<file path="src/rtl/sync_fifo_pkg.sv">
// sync_fifo_pkg: shared widths, default threshold offsets and parameter sanity checks for sync_fifo_flags.
// Contents:
//   AF_OFFSET  - default distance of almost_full threshold below DEPTH
//   AE_DEFAULT - default almost_empty threshold
//   ptr_width  - pointer/count width for a given depth (index bits + wrap bit)
//   cfg_ok     - true when DEPTH, ADDR_WIDTH and the thresholds form a legal configuration
package sync_fifo_pkg;

    localparam int AF_OFFSET  = 2;
    localparam int AE_DEFAULT = 2;

    function automatic int ptr_width(input int depth);
        return $clog2(depth) + 1;
    endfunction

    function automatic bit cfg_ok(input int depth, input int addr_width, input int af, input int ae);
        return depth >= 4 && (depth & (depth - 1)) == 0 && ptr_width(depth) == addr_width + 1
            && ae < af && af <= depth;
    endfunction

endpackage

</file>
<file path="src/rtl/sync_fifo_ram.sv">
// sync_fifo_ram: DEPTH x DATA_WIDTH storage, synchronous write, asynchronous read, contents never reset.
// Ports:
//   clk    - clock, rising edge
//   we     - write enable
//   w_addr - write address
//   w_data - write data
//   r_addr - read address
//   r_data - combinational read data at r_addr
module sync_fifo_ram #(
    parameter int DATA_WIDTH = 8,
    parameter int DEPTH      = 16,
    parameter int ADDR_WIDTH = 4
) (
    input  logic                  clk,
    input  logic                  we,
    input  logic [ADDR_WIDTH-1:0] w_addr,
    input  logic [DATA_WIDTH-1:0] w_data,
    input  logic [ADDR_WIDTH-1:0] r_addr,
    output logic [DATA_WIDTH-1:0] r_data
);

    logic [DATA_WIDTH-1:0] mem [DEPTH];

    always_ff @(posedge clk)
        if (we) mem[w_addr] <= w_data;

    assign r_data = mem[r_addr];

endmodule

</file>
<file path="src/rtl/sync_fifo_flags.sv">
// sync_fifo_flags: single-clock FIFO with fill count, almost-full/empty thresholds and sticky error flags.
// Build option: define SYNC_FIFO_FWFT_EN for first-word-fall-through output (zero read latency);
// otherwise data_out is registered with one cycle of read latency.
// Ports:
//   clk, rst       - clock (rising edge), synchronous active-low reset
//   w_en, data_in  - write request and data
//   r_en           - read request (pop/acknowledge in FWFT mode)
//   data_out       - read data; rd_valid marks a fresh word
//   full, empty    - occupancy extremes, derived from pointers
//   almost_full    - count >= AF_LEVEL
//   almost_empty   - count <= AE_LEVEL
//   count          - occupancy 0..DEPTH
//   overflow       - sticky: write refused because full
//   underflow      - sticky: read attempted while empty
//   err_clr        - synchronous clear of overflow/underflow
module sync_fifo_flags
    import sync_fifo_pkg::*;
#(
    parameter int DATA_WIDTH = 8,
    parameter int DEPTH      = 16,
    parameter int ADDR_WIDTH = 4,
    parameter int AF_LEVEL   = DEPTH - AF_OFFSET,
    parameter int AE_LEVEL   = AE_DEFAULT
) (
    input  logic                  clk,
    input  logic                  rst,
    input  logic                  w_en,
    input  logic [DATA_WIDTH-1:0] data_in,
    input  logic                  r_en,
    output logic [DATA_WIDTH-1:0] data_out,
    output logic                  rd_valid,
    output logic                  full,
    output logic                  empty,
    output logic                  almost_full,
    output logic                  almost_empty,
    output logic [ADDR_WIDTH:0]   count,
    output logic                  overflow,
    output logic                  underflow,
    input  logic                  err_clr
);

    if (!cfg_ok(DEPTH, ADDR_WIDTH, AF_LEVEL, AE_LEVEL)) begin : g_bad_cfg
        $error("sync_fifo_flags: illegal DEPTH/ADDR_WIDTH/AF_LEVEL/AE_LEVEL combination");
    end

    localparam logic [ADDR_WIDTH:0] ONE  = 1;
    localparam logic [ADDR_WIDTH:0] AF_W = (ADDR_WIDTH + 1)'(AF_LEVEL);
    localparam logic [ADDR_WIDTH:0] AE_W = (ADDR_WIDTH + 1)'(AE_LEVEL);

    logic [ADDR_WIDTH:0]   w_ptr, r_ptr;
    logic [DATA_WIDTH-1:0] r_data;
    logic                  rd_acc, wr_acc;

    // Same index with differing wrap bits means the writer is a full lap ahead.
    assign empty        = w_ptr == r_ptr;
    assign full         = (w_ptr[ADDR_WIDTH] != r_ptr[ADDR_WIDTH]) && (w_ptr[ADDR_WIDTH-1:0] == r_ptr[ADDR_WIDTH-1:0]);
    assign almost_full  = count >= AF_W;
    assign almost_empty = count <= AE_W;
    assign rd_acc       = r_en & ~empty;
    // A write into a full FIFO is safe only when a read frees the slot in the same cycle.
    assign wr_acc       = w_en & (~full | rd_acc);

    sync_fifo_ram #(
        .DATA_WIDTH(DATA_WIDTH),
        .DEPTH     (DEPTH),
        .ADDR_WIDTH(ADDR_WIDTH)
    ) u_ram (
        .clk   (clk),
        .we    (wr_acc),
        .w_addr(w_ptr[ADDR_WIDTH-1:0]),
        .w_data(data_in),
        .r_addr(r_ptr[ADDR_WIDTH-1:0]),
        .r_data(r_data)
    );

    always_ff @(posedge clk)
        if (!rst) begin
            w_ptr     <= '0;
            r_ptr     <= '0;
            count     <= '0;
            overflow  <= 1'b0;
            underflow <= 1'b0;
        end else begin
            if (wr_acc) w_ptr <= w_ptr + ONE;
            if (rd_acc) r_ptr <= r_ptr + ONE;
            count     <= count + (wr_acc ? ONE : '0) - (rd_acc ? ONE : '0);
            // A new error event outranks a simultaneous clear.
            overflow  <= (w_en & full & ~rd_acc) | (overflow & ~err_clr);
            underflow <= (r_en & empty) | (underflow & ~err_clr);
        end

`ifdef SYNC_FIFO_FWFT_EN
    // Head word is presented directly; zero while empty so stale storage never shows.
    assign data_out = empty ? '0 : r_data;
    assign rd_valid = ~empty;
`else
    always_ff @(posedge clk)
        if (!rst) begin
            data_out <= '0;
            rd_valid <= 1'b0;
        end else begin
            if (rd_acc) data_out <= r_data;
            rd_valid <= rd_acc;
        end
`endif

endmodule

</file>
<file path="config.mk">
export PLATFORM = sky130hd
export DESIGN_NAME = sync_fifo_flags
export DESIGN_NICKNAME = d
export VERILOG_FILES = /design/src/rtl/sync_fifo_pkg.sv /design/src/rtl/sync_fifo_ram.sv /design/src/rtl/sync_fifo_flags.sv
export SDC_FILE = /design/constraint.sdc
export NUM_CORES = 1
export LEC_CHECK = 0
export CORE_MARGIN = 2
export CORE_UTILIZATION = 45
export CTS_CLUSTER_DIAMETER = 30
export DETAILED_ROUTE_END_ITERATION = 12
export GPL_ROUTABILITY_DRIVEN = 0
export PLACE_DENSITY = 0.6
export SYNTH_ARGS = -nofsm -noshare
export SYNTH_HDL_FRONTEND = slang
export SYNTH_HIERARCHICAL = 1
export SYNTH_SLANG_ARGS = --single-unit
</file>
<file path="constraint.sdc">
create_clock -name clk -period 7.65 [get_ports clk]
set_input_delay 1.9125 -clock clk [delete_from_list [all_inputs] [get_ports clk]]
set_output_delay 1.9125 -clock clk [all_outputs]
set_load 0.01 [all_outputs]
</file>
# == Word level (Yosys, flattened, before mapping) ==
# Memory sizes are Yosys's and may differ from the RTL's. A register that Yosys moved wholly into a read port is not among the register bits.
# Cells that the tools add are included.
# classes
n_eq_ne,3
n_bitwise,14
magnitude_cmp,2
n_reduce_logical,2
mux,4
add_sub_neg,4
# op_table
operator,count
5-bit by 1-bit adder with 5-bit output (second input constant),2
1-bit bitwise AND,7
5-bit by 1-bit adder with 5-bit output,1
5-bit == test,1
5-bit by 4-bit >= comparator with 1-bit output (second input constant),1
5-bit by 2-bit <= comparator with 1-bit output (second input constant),1
5-bit by 1-bit subtractor with 5-bit output,1
4-bit == test,1
1-bit 2-to-1 mux,4
1-bit inverter,4
1-bit bitwise OR,3
1-bit logical AND,1
1-bit zero test,1
1-bit inequality test,1
# word_totals
input_bits,13
ramBits,128
register_bits,18
word_cells,36
output_inout_bits,20
n_memories,1
# memory_table
memory,words,word_bits,rd,rd_ports_with_merged_regs,write_ports,line,rtl
u_ram.mem,16,8,1,1,1,sync_fifo_ram.sv:22,logic [DATA_WIDTH-1:0] mem [DEPTH];

# == Longest topological paths before layout ==
# Gate-level depths: netlist of run 1.
# logic_depth
ltp_word,8
ltp_mapped,12
ltp_nobuf,11

# == Hierarchy ==
# The synthesis of run 1 kept the hierarchy.
# by_module_without_submodules
mod,cells_per_inst,instances,area_per_inst_um2
sync_fifo_ram,221,1,4987.3
sync_fifo_flags,146,1,1326.3

# == Least setup slack after synthesis of run 1 ==
# OpenSTA, ideal clock, no wires.
# synth_timing
path_kind,input -> register
startpoint,input port r_en
endpoint,memory u_ram.mem[0][0] (enable)
t_arrival_ns,3.397
path_slack_ns,3.869
setup_time_ns,0.383
t_required_ns,7.267
path_buffers,0
cell_stages,4
cell_sequence,nor2_1 -> a21boi_2 -> or3b_2 -> nor3_1
# synth_via
elab_chain_len,5
# synth_rtl
item,line,rtl
from (decl),sync_fifo_flags.sv:29,"input logic r_en,"
1-bit bitwise AND,sync_fifo_flags.sv:59,assign rd_acc = r_en & ~empty;
1-bit bitwise OR,sync_fifo_flags.sv:61,assign wr_acc = w_en & (~full | rd_acc);
1-bit bitwise AND,sync_fifo_flags.sv:61,
via wr_acc,sync_fifo_flags.sv:52,"logic rd_acc, wr_acc;"
1-bit 2-to-1 mux,sync_fifo_ram.sv:25,if (we) mem[w_addr] <= w_data;
1-bit 2-to-1 mux (implied by the code),sync_fifo_ram.sv:25,
to (decl),sync_fifo_ram.sv:22,
# The timed path passes the listed nets, and every way through them passes these cells.

# == Worst setup path in the final report of run 1 ==
# layout_timing
startpoint,register r_ptr[0]
endpoint,output port empty
# layout_via
elab_chain_len,1
# layout_rtl
item,line,rtl
from (decl),sync_fifo_flags.sv:50,"logic [ADDR_WIDTH:0] w_ptr, r_ptr;"
from (signal assigned),sync_fifo_flags.sv:85,if (rd_acc) r_ptr <= r_ptr + ONE;
5-bit == test,sync_fifo_flags.sv:55,assign empty = w_ptr == r_ptr;
to (decl),sync_fifo_flags.sv:33,"output logic empty,"
# Every way passes these cells.

==> results of run 1 <==
[final cells by class]
class                   count  area [µm²]
well taps                 180       225.2
clock buffers              19       432.9
flip-flops and latches    154        4365
multi-input cells         190        1784
fillers                  1139        6523
repair buffers             34       335.3
inverters                   7       26.28
clock inverters            10       81.33
[through the flow]
| stage | instance area, µm² | hold WS (ns) | power (mW) | utilization (%) | std cells |
|---|---|---|---|---|---|
| floorplan | 6314 | 0.4939 | 1.232 | - | 367 |
| global placement | 6736 | 0.4568 | 1.347 | 48.91 | 565 |
| detailed placement | 6736 | 0.4623 | 1.352 | 48.91 | 565 |
| CTS | 7251 | 0.4735 | 2.087 | 52.64 | 594 |
| global route | 7251 | 0.5101 | 2.170 | 52.64 | 594 |
| finish | 7251 | 0.4684 | 2.070 | 52.64 | 594 |
[cell families (layout without fill, tap and decap cells)]
logic type,Yosys count,after routing,share of synthesized area (%)
buffers and inverters,23,70,2.616
xor gates and xnor gates,15,15,2.200
adders and majority gates,12,12,2.497
muxes,33,33,12.41
AOI/OAI and AO/OA,40,40,4.320
DFF,154,154,69.12
and+or+nand+nor,90,90,6.837
[worst max path at each step]
stage | startpoint | to | slack [ns] | cells after the start
final | r_ptr[0] | empty | 2.89 | 5
after CTS | r_ptr[0] | empty | 2.84 | 5
after floorplan | r_en | u_ram/mem[0][0] | 3.87 | 4
after global routing | r_ptr[0] | empty | 2.68 | 5
after detailed placement | r_en | u_ram/mem[0][7] | 2.82 | 5
after global placement | r_en | u_ram/mem[0][6] | 2.93 | 5
[power breakdown]
group | total, mW | switching, mW | internal, mW
Combinational | 0.370 | 0.187 | 0.183
Clock | 0.739 | 0.302 | 0.436
Sequential | 0.961 | 0.0210 | 0.940
Total | 2.07 | 0.510 | 1.56
[layer usage]
| layer | vias up | share of wire, % |
|---|---|---|
| li1 | 1506 | - |
| met1 | 1624 | 44 |
| met2 | 97 | 50 |
| met3 | 8 | 5.7 |
| met4 | 0 | 1.1 |
| met5 | - | 0 |
[synth_stat cells, drive strengths merged]
| master | number |
|---|---|
| nor2 | 29 |
| fa | 1 |
| dfxtp | 26 |
| mux2i | 1 |
| or2 | 1 |
| and2b | 1 |
| a21bo | 1 |
| o21a | 1 |
| clkbuf | 2 |
| xor2 | 7 |
| a21boi | 1 |
| a21o | 1 |
| nand3b | 3 |
| a32oi | 1 |
| nor3 | 4 |
| nand4 | 4 |
| buf | 11 |
| inv | 7 |
| nor4 | 1 |
| xnor2 | 8 |
| nor2b | 3 |
| nand2b | 3 |
| nand2 | 25 |
| mux4 | 32 |
| ha | 11 |
| a22oi | 17 |
| clkdlybuf4s25 | 3 |
| edfxtp | 128 |
| o21ai | 10 |
| or3b | 1 |
| a21oi | 8 |
| nand3 | 11 |
| and2 | 4 |
[sequential cells by signal, indices dropped and copies added (netlist names)]
| register | flops |
|---|---|
| count | 5 |
| r_ptr | 5 |
| u_ram/mem | 128 |
| rd_valid | 1 |
| overflow | 1 |
| underflow | 1 |
| w_ptr | 5 |
| data_out | 8 |
[layout by cell type (no fill, tap or decap), types with 4 or more instances in the layout]
cell                              netlist  layout
sky130_fd_sc_hd__edfxtp_1             128     128
sky130_fd_sc_hd__clkdlybuf4s50_1        0      32
sky130_fd_sc_hd__nor2_1                29      29
sky130_fd_sc_hd__nand2_1               25      25
sky130_fd_sc_hd__dfxtp_1               26      25
sky130_fd_sc_hd__mux4_2                18      18
sky130_fd_sc_hd__a22oi_1               17      17
sky130_fd_sc_hd__clkbuf_16              0      17
sky130_fd_sc_hd__mux4_1                14      14
sky130_fd_sc_hd__nand3_1               11      11
sky130_fd_sc_hd__ha_1                  11      11
sky130_fd_sc_hd__o21ai_0                9       9
sky130_fd_sc_hd__a21oi_1                8       8
sky130_fd_sc_hd__xor2_1                 7       7
sky130_fd_sc_hd__inv_1                  7       7
sky130_fd_sc_hd__xnor2_1                7       7
sky130_fd_sc_hd__and2_1                 4       4
sky130_fd_sc_hd__nand4_1                4       4
sky130_fd_sc_hd__clkinv_2               0       4
sky130_fd_sc_hd__nor3_1                 4       4
[tightest hold or removal path, cell delays in order, from the launching register on]
cell and delay (ns):
sky130_fd_sc_hd__dfxtp_1 0.30, sky130_fd_sc_hd__nand3_1 0.05, sky130_fd_sc_hd__o21ai_0 0.06
==> results.rst, run 1 <==
.. list-table::
   :header-rows: 1

   * - Metric
     - Value
   * - Setup repair after global routing missed its margin
     - false
   * - Clk Latency, worst-skew pair
     - around 0.42 ns
   * - Layout cell share with drive strength beyond 1
     - 12.80%
   * - Largest delay contributor family on the critical path
     - buffers and inverters
   * - Arrival time at the worst endpoint
     - 2.85 ns
   * - Io pins
     - 33
   * - Total CTS buffers
     - 17
   * - Worst R2R Start
     - r_ptr[0]
   * - Ant diodes
     - 0
   * - Leading area contributor after synthesis
     - sky130_fd_sc_hd__edfxtp_1
   * - Area added between synthesis and finish
     - 14.84%
   * - Syn nets
     - 392
   * - Detailed placer's ending HPWL
     - 7644 µm
   * - Top cells by area in the synthesized netlist
     - sky130_fd_sc_hd__edfxtp_1, sky130_fd_sc_hd__dfxtp_1, sky130_fd_sc_hd__mux4_2
   * - Number of nets in the final layout
     - 429
   * - Cell breakdown of the critical path
     - buf_4 -> xor2_1 -> nor4_4 -> and2_1 -> clkdlybuf4s50_1
   * - Number of nets with antenna violations after routing
     - 0
   * - Post-route clock skew
     - approximately 0.011 ns
   * - Most crowded layer after global routing
     - met2
   * - Number of buffers inserted by post-CTS setup repair
     - 0
   * - Vias in the first global route
     - 3406
   * - Setup Viol. Count Final
     - 0
   * - CTS Root Cell
     - sky130_fd_sc_hd__clkbuf_16
   * - Syn Inst Count
     - 367
   * - Tmin final
     - 4.758 ns
   * - Count of maximum capacitance violations
     - 0
   * - Critical-path maximum fanout
     - 36
   * - Post-route fraction of the period consumed by the critical path
     - 62.20%
   * - Final setup TNS
     - 0 ns
   * - Drt first pass iters
     - 4
   * - Combined global-route utilization of all metal layers
     - 18.29%
   * - Level count of the clock H-tree
     - 4
   * - Pins Over Slew Limit
     - 0
   * - Cell Pwr Density
     - ~290 mW/mm²
   * - FP Rows
     - 43
   * - Number of design-rule violations left by the first detailed-router iteration
     - 365
   * - Met3 Usage GRT
     - 6.413%
   * - Static leakage power
     - around 2.4 nW
   * - Total clock sinks
     - around 150
   * - Crit-path max cell delay
     - 0.58 ns
   * - Global-route wire length before repair
     - 19150 µm
   * - FF+latch count, synth
     - 154
   * - Worst hold stages
     - 2
   * - YS warnings
     - 6
   * - Required time of the worst setup path
     - ~5.7 ns
   * - Fmax
     - between 0.2 and 0.25 GHz
   * - Count of different cell masters after synthesis
     - 38
   * - Worst Hold Path EP
     - data_out[1]
   * - Worst Reg-to-Reg Cells
     - 12
   * - Clock tree from TritonCTS
     - yes
   * - Register-to-register setup slack
     - 4.05 ns
   * - Cell with the biggest individual delay on the critical path
     - sky130_fd_sc_hd__nor4_4
   * - I/O Buffers
     - 32
   * - Clock transition at path regs
     - 0.06 ns
   * - Final hold violation count
     - 0
   * - Sequential cell area fraction in the yosys report
     - 69.12%
   * - Maximum number of pins on one net before global-route repair
     - 37
   * - Antenna violations before repair
     - 0
   * - GR Layer Usage met1
     - 23.14%
   * - Count of hold buffers inserted by post-cts repair
     - 0
   * - Type of element capturing the critical path
     - primary output
   * - Worst Setup Slack, final
     - 2.892 ns
   * - Post-CTS sizing
     - 0
   * - Peak ir drop on the vdd network
     - 203.9 µV
   * - Classification of the worst-slack hold path
     - reg2reg
   * - Total detailed-routing wirelength
     - 12240 µm
   * - Pre-CTS setup slack
     - 2.816 ns
   * - Wire per inst
     - 20.60 µm
   * - Mapped Avg Cell Area
     - 17.20 µm²
   * - Result of the run
     - completed
   * - Post-Synthesis Cell Area
     - 0.006314 mm²
   * - Via density per instance
     - 5.446
   * - Worst-margin pin slew
     - 1.246 ns
   * - Die boundary width
     - 122.5 µm
   * - Buffers plus inverters on the worst setup path
     - 2
   * - Destination of the worst register-to-register timing path
     - count[4]
   * - Area enclosed by the die boundary
     - 0.01499 mm²
   * - Placeable core region
     - 0.01377 mm²
   * - Critical path class
     - reg2out
   * - GR met2 Demand/Resource
     - 30.00%
   * - Number of DRC violations after detailed routing
     - 0
   * - Buffer depth of the longest clock path
     - 2
   * - Relative slew slack
     - about 16%
   * - Share of the synthesized area in the top cell type
     - approximately three fifths
   * - Count of vias placed by the detailed router
     - between 3000 and 4000
   * - Hold path start
     - data_out[1]
   * - Remaining Overflow, GRT
     - 0
   * - Starting utilization of the core area
     - 45.84%
   * - Launching element type of the critical path
     - flip-flop
   * - Y dimension of the die
     - 122.5 µm
No activity file was read; power rests on OpenSTA's default activity.
==> run 2, diff against run 1 <==
--- a/config.mk
+++ b/config.mk
@@ -10,7 +10,7 @@
 export CTS_CLUSTER_DIAMETER = 30
 export DETAILED_ROUTE_END_ITERATION = 12
 export GPL_ROUTABILITY_DRIVEN = 0
-export PLACE_DENSITY = 0.6
+export PLACE_DENSITY = 0.62
 export SYNTH_ARGS = -nofsm -noshare
 export SYNTH_HDL_FRONTEND = slang
 export SYNTH_HIERARCHICAL = 1
==> constraint.sdc (replaced) <==
create_clock -name clk -period 4.2 [get_ports clk]
set_input_delay 1.05 -clock clk [delete_from_list [all_inputs] [get_ports clk]]
set_output_delay 1.05 -clock clk [all_outputs]
set_load 0.01 [all_outputs]
==> results.rst, run 2 (same netlist as run 1, synthesis figures left out) <==
.. list-table::
   :header-rows: 1

   * - Metric
     - Value
   * - Part of the power in the clock network
     - 38.3% (+2.6 points)
   * - FP Rows
     - 43 (unchanged)
   * - Via density per instance
     - 5.388 (-1.1%)
   * - Fmax
     - 0.2799 GHz
   * - Pins Over Slew Limit
     - 0 (unchanged)
   * - Final setup TNS
     - 0 ns (unchanged)
   * - Relative slew slack
     - 43.02% (+27 points)
   * - Combined global-route utilization of all metal layers
     - 17.51% (-0.78 points)
   * - Setup Viol. Count Final
     - 0 (unchanged)
   * - Count of hold buffers inserted by post-cts repair
     - 0 (unchanged)
   * - Layout cell share with drive strength beyond 1
     - 17.32% (+4.5 points)
   * - Type of element capturing the critical path
     - primary output
   * - Critical path class
     - reg2out
   * - Y dimension of the die
     - 122.5 µm (unchanged)
   * - Number of buffers inserted by post-CTS setup repair
     - 0 (unchanged)
   * - Detailed placer's ending HPWL
     - 7586 µm (-0.75%)
   * - Count of maximum capacitance violations
     - 0 (unchanged)
   * - Launching element type of the critical path
     - flip-flop
   * - Switching fraction of total power
     - 25.22% (+0.56 points)
   * - Internal Power
     - 2.929 mW (+88%)
   * - Most frequent cells in the layout
     - sky130_fd_sc_hd__edfxtp_1, sky130_fd_sc_hd__clkdlybuf4s50_1, sky130_fd_sc_hd__nor2_1, sky130_fd_sc_hd__nand2_1, sky130_fd_sc_hd__dfxtp_1
   * - Placeable core region
     - 0.01377 mm² (unchanged)
   * - Number of design-rule violations left by the first detailed-router iteration
     - 217 (-41%)
   * - Classification of the worst-slack hold path
     - reg2reg
   * - Maximum number of pins on one net before global-route repair
     - 36 (-2.7%)
   * - Number of DRC violations after detailed routing
     - 0 (unchanged)
   * - Vias in the first global route
     - 3268 (-4.1%)
   * - Remaining Overflow, GRT
     - 0 (unchanged)
   * - Placed cell count
     - 581 (+2.8%)
   * - Global-route wire length before repair
     - 18620 µm (-2.7%)
   * - Die boundary width
     - 122.5 µm (unchanged)
   * - Static leakage power
     - 2.499 nW (+4.4%)
   * - Final hold violation count
     - 0 (unchanged)
   * - Critical-path maximum fanout
     - 11 (-69%)
   * - Count of vias placed by the detailed router
     - 3303 (+2.1%)
   * - Net Switching
     - 0.9877 mW (+94%)
   * - Area enclosed by the die boundary
     - 0.01499 mm² (unchanged)
   * - Total clock sinks
     - 154 (unchanged)
   * - Required time of the worst setup path
     - 3.15 ns (-2.59 ns)
   * - Drt first pass iters
     - 4 (unchanged)
   * - Number of nets in the final layout
     - 445 (+3.7%)
   * - Clock tree from TritonCTS
     - yes
   * - Total CTS buffers
     - 17 (unchanged)
   * - Fin Hold WS
     - 0.4691 ns (+0.0007490 ns)
   * - Arrival time at the worst endpoint
     - 2.52 ns (-0.33 ns)
   * - Antenna violations before repair
     - 0 (unchanged)
   * - Final-layout fill cell count
     - 1134 (-0.44%)
   * - Crit-path max cell delay
     - 0.60 ns (+0.02 ns)
   * - Result of the run
     - completed
   * - Cell with the biggest individual delay on the critical path
     - sky130_fd_sc_hd__dfxtp_1
   * - Io pins
     - 33 (unchanged)
   * - Starting utilization of the core area
     - 45.84% (unchanged)
   * - Area added between synthesis and finish
     - 17.93%
   * - Clock transition at path regs
     - 0.06 ns (about the same)
   * - Cell Pwr Density
     - 526.1 mW/mm² (+84%)
   * - Comb pwr share
     - 16.9% (-1.0 points)
   * - CTS Root Cell
     - sky130_fd_sc_hd__clkbuf_16
   * - Wire per inst
     - 19.60 µm (-4.9%)
   * - Setup repair after global routing missed its margin
     - false
   * - Level count of the clock H-tree
     - 4 (unchanged)
   * - Peak ir drop on the vdd network
     - 324.3 µV (+59%)
   * - Tmin final
     - 3.572 ns
   * - Regs by FF count
     - u_ram/mem (128), data_out (8)
   * - Ant diodes
     - 0 (unchanged)
   * - Number of nets with antenna violations after routing
     - 0 (unchanged)
   * - Worst-margin pin slew
     - 0.8521 ns (-0.3939 ns)
   * - Leading cell type in the layout, fill and taps excluded
     - sky130_fd_sc_hd__edfxtp_1
   * - Most flop-heavy register
     - u_ram/mem
   * - Total detailed-routing wirelength
     - 12020 µm (-1.8%)
   * - Sequential Area
     - 0.004365 mm² (unchanged)
   * - Clk Latency, worst-skew pair
     - 0.42 ns (about the same)
   * - Post-route fraction of the period consumed by the critical path
     - between 80 and 90%
   * - Seq pwr share
     - 44.7% (-1.7 points)
   * - Cell breakdown of the critical path
     - xor2_1 -> nor4_4 -> and2_1 -> clkdlybuf4s50_1
   * - Post-route clock skew
     - 0.007472 ns (-0.003494 ns)
   * - Post-CTS sizing
     - 0 (unchanged)
   * - Buffer depth of the longest clock path
     - 2 (unchanged)
   * - Multi-input gate area
     - 0.001784 mm² (unchanged)
   * - I/O Buffers
     - 32 (unchanged)
   * - Final standard cell count with taps included and fillers excluded
     - 613 (+3.2%)
   * - Flip-flop count of the largest register, all copies and words added
     - 128 (unchanged)
run 2: cell count changes in the layout (fill, tap and decap cells not counted):
cell	change
sky130_fd_sc_hd__inv_8	+1
sky130_fd_sc_hd__inv_6	+4
sky130_fd_sc_hd__clkinvlp_4	+4
sky130_fd_sc_hd__clkbuf_1	-2
sky130_fd_sc_hd__clkinv_1	-1
sky130_fd_sc_hd__clkinv_2	-4
sky130_fd_sc_hd__bufinv_16	+1
sky130_fd_sc_hd__buf_4	+16
run 2: power groups by stage:
stage | registers, mW | logic [mW] | clock network, mW
after global placement | 1.78 | 0.663 | 0
after global routing | 1.76 | 0.730 | 1.59
after CTS | 1.75 | 0.674 | 1.53
after detailed placement | 1.79 | 0.672 | 0
after floorplan | 1.79 | 0.450 | 0
final | 1.75 | 0.663 | 1.50
run 2: layout make-up:
| class | count | share of cell area (%) |
|---|---|---|
| sequential | 154 | 58.63 |
| tap | 180 | 3.025 |
| timing repair buffer | 50 | 6.117 |
| clock inverter | 15 | 2.201 |
| multi-input combinational | 190 | 23.96 |
| clock buffer | 17 | 5.713 |
| inverter | 7 | 0.3529 |
run 2: final timing paths:
check,from,end,cells after the start,slack [ns]
min reg2reg,data_out[5],data_out[5],2,0.47
max,w_ptr[0],empty,4,0.63
min,data_out[5],data_out[5],2,0.47
max reg2reg,w_ptr[0],count[4],11,1.00
run 2: critical path: cells and delay by family (launching register included):
kind | cells | cell delay [ns]
simple gates | 2 | 0.79
flops | 1 | 0.60
buf+inv | 1 | 0.53
xor+xnor | 1 | 0.17
run 2: routing by layer:
layer | part of all wire (%) | global-route usage (%) | routed length [µm] | up-vias
met5 | 0 | 0 | 0 | -
met4 | 2.5 | 7.830 | 295 | 0
met3 | 4.8 | 4.229 | 581 | 19
met2 | 48 | 26.98 | 5805 | 78
met1 | 44 | 23.78 | 5334 | 1664
li1 | - | - | - | 1542
run 2: stage by stage:
step	power, mW	utilization (%)	cell area, µm²	setup slack [ns]
6_report	3.917	54.06	7446	0.6276
5_1_grt	4.079	54.06	7446	0.4989
2_1_floorplan	2.244	-	6314	1.282
3_3_place_gp	2.447	49.78	6857	0.7544
4_1_cts	3.959	54.06	7446	0.6151
3_5_place_dp	2.458	49.78	6857	0.7138
==> run 3, diff against run 2 <==
--- a/config.mk
+++ b/config.mk
@@ -15,3 +15,4 @@
 export SYNTH_HDL_FRONTEND = slang
 export SYNTH_HIERARCHICAL = 1
 export SYNTH_SLANG_ARGS = --single-unit
+export TNS_END_PERCENT = 10
==> results of run 3 <==
The final DEF is identical to that of run 2; final timing and power are the same.
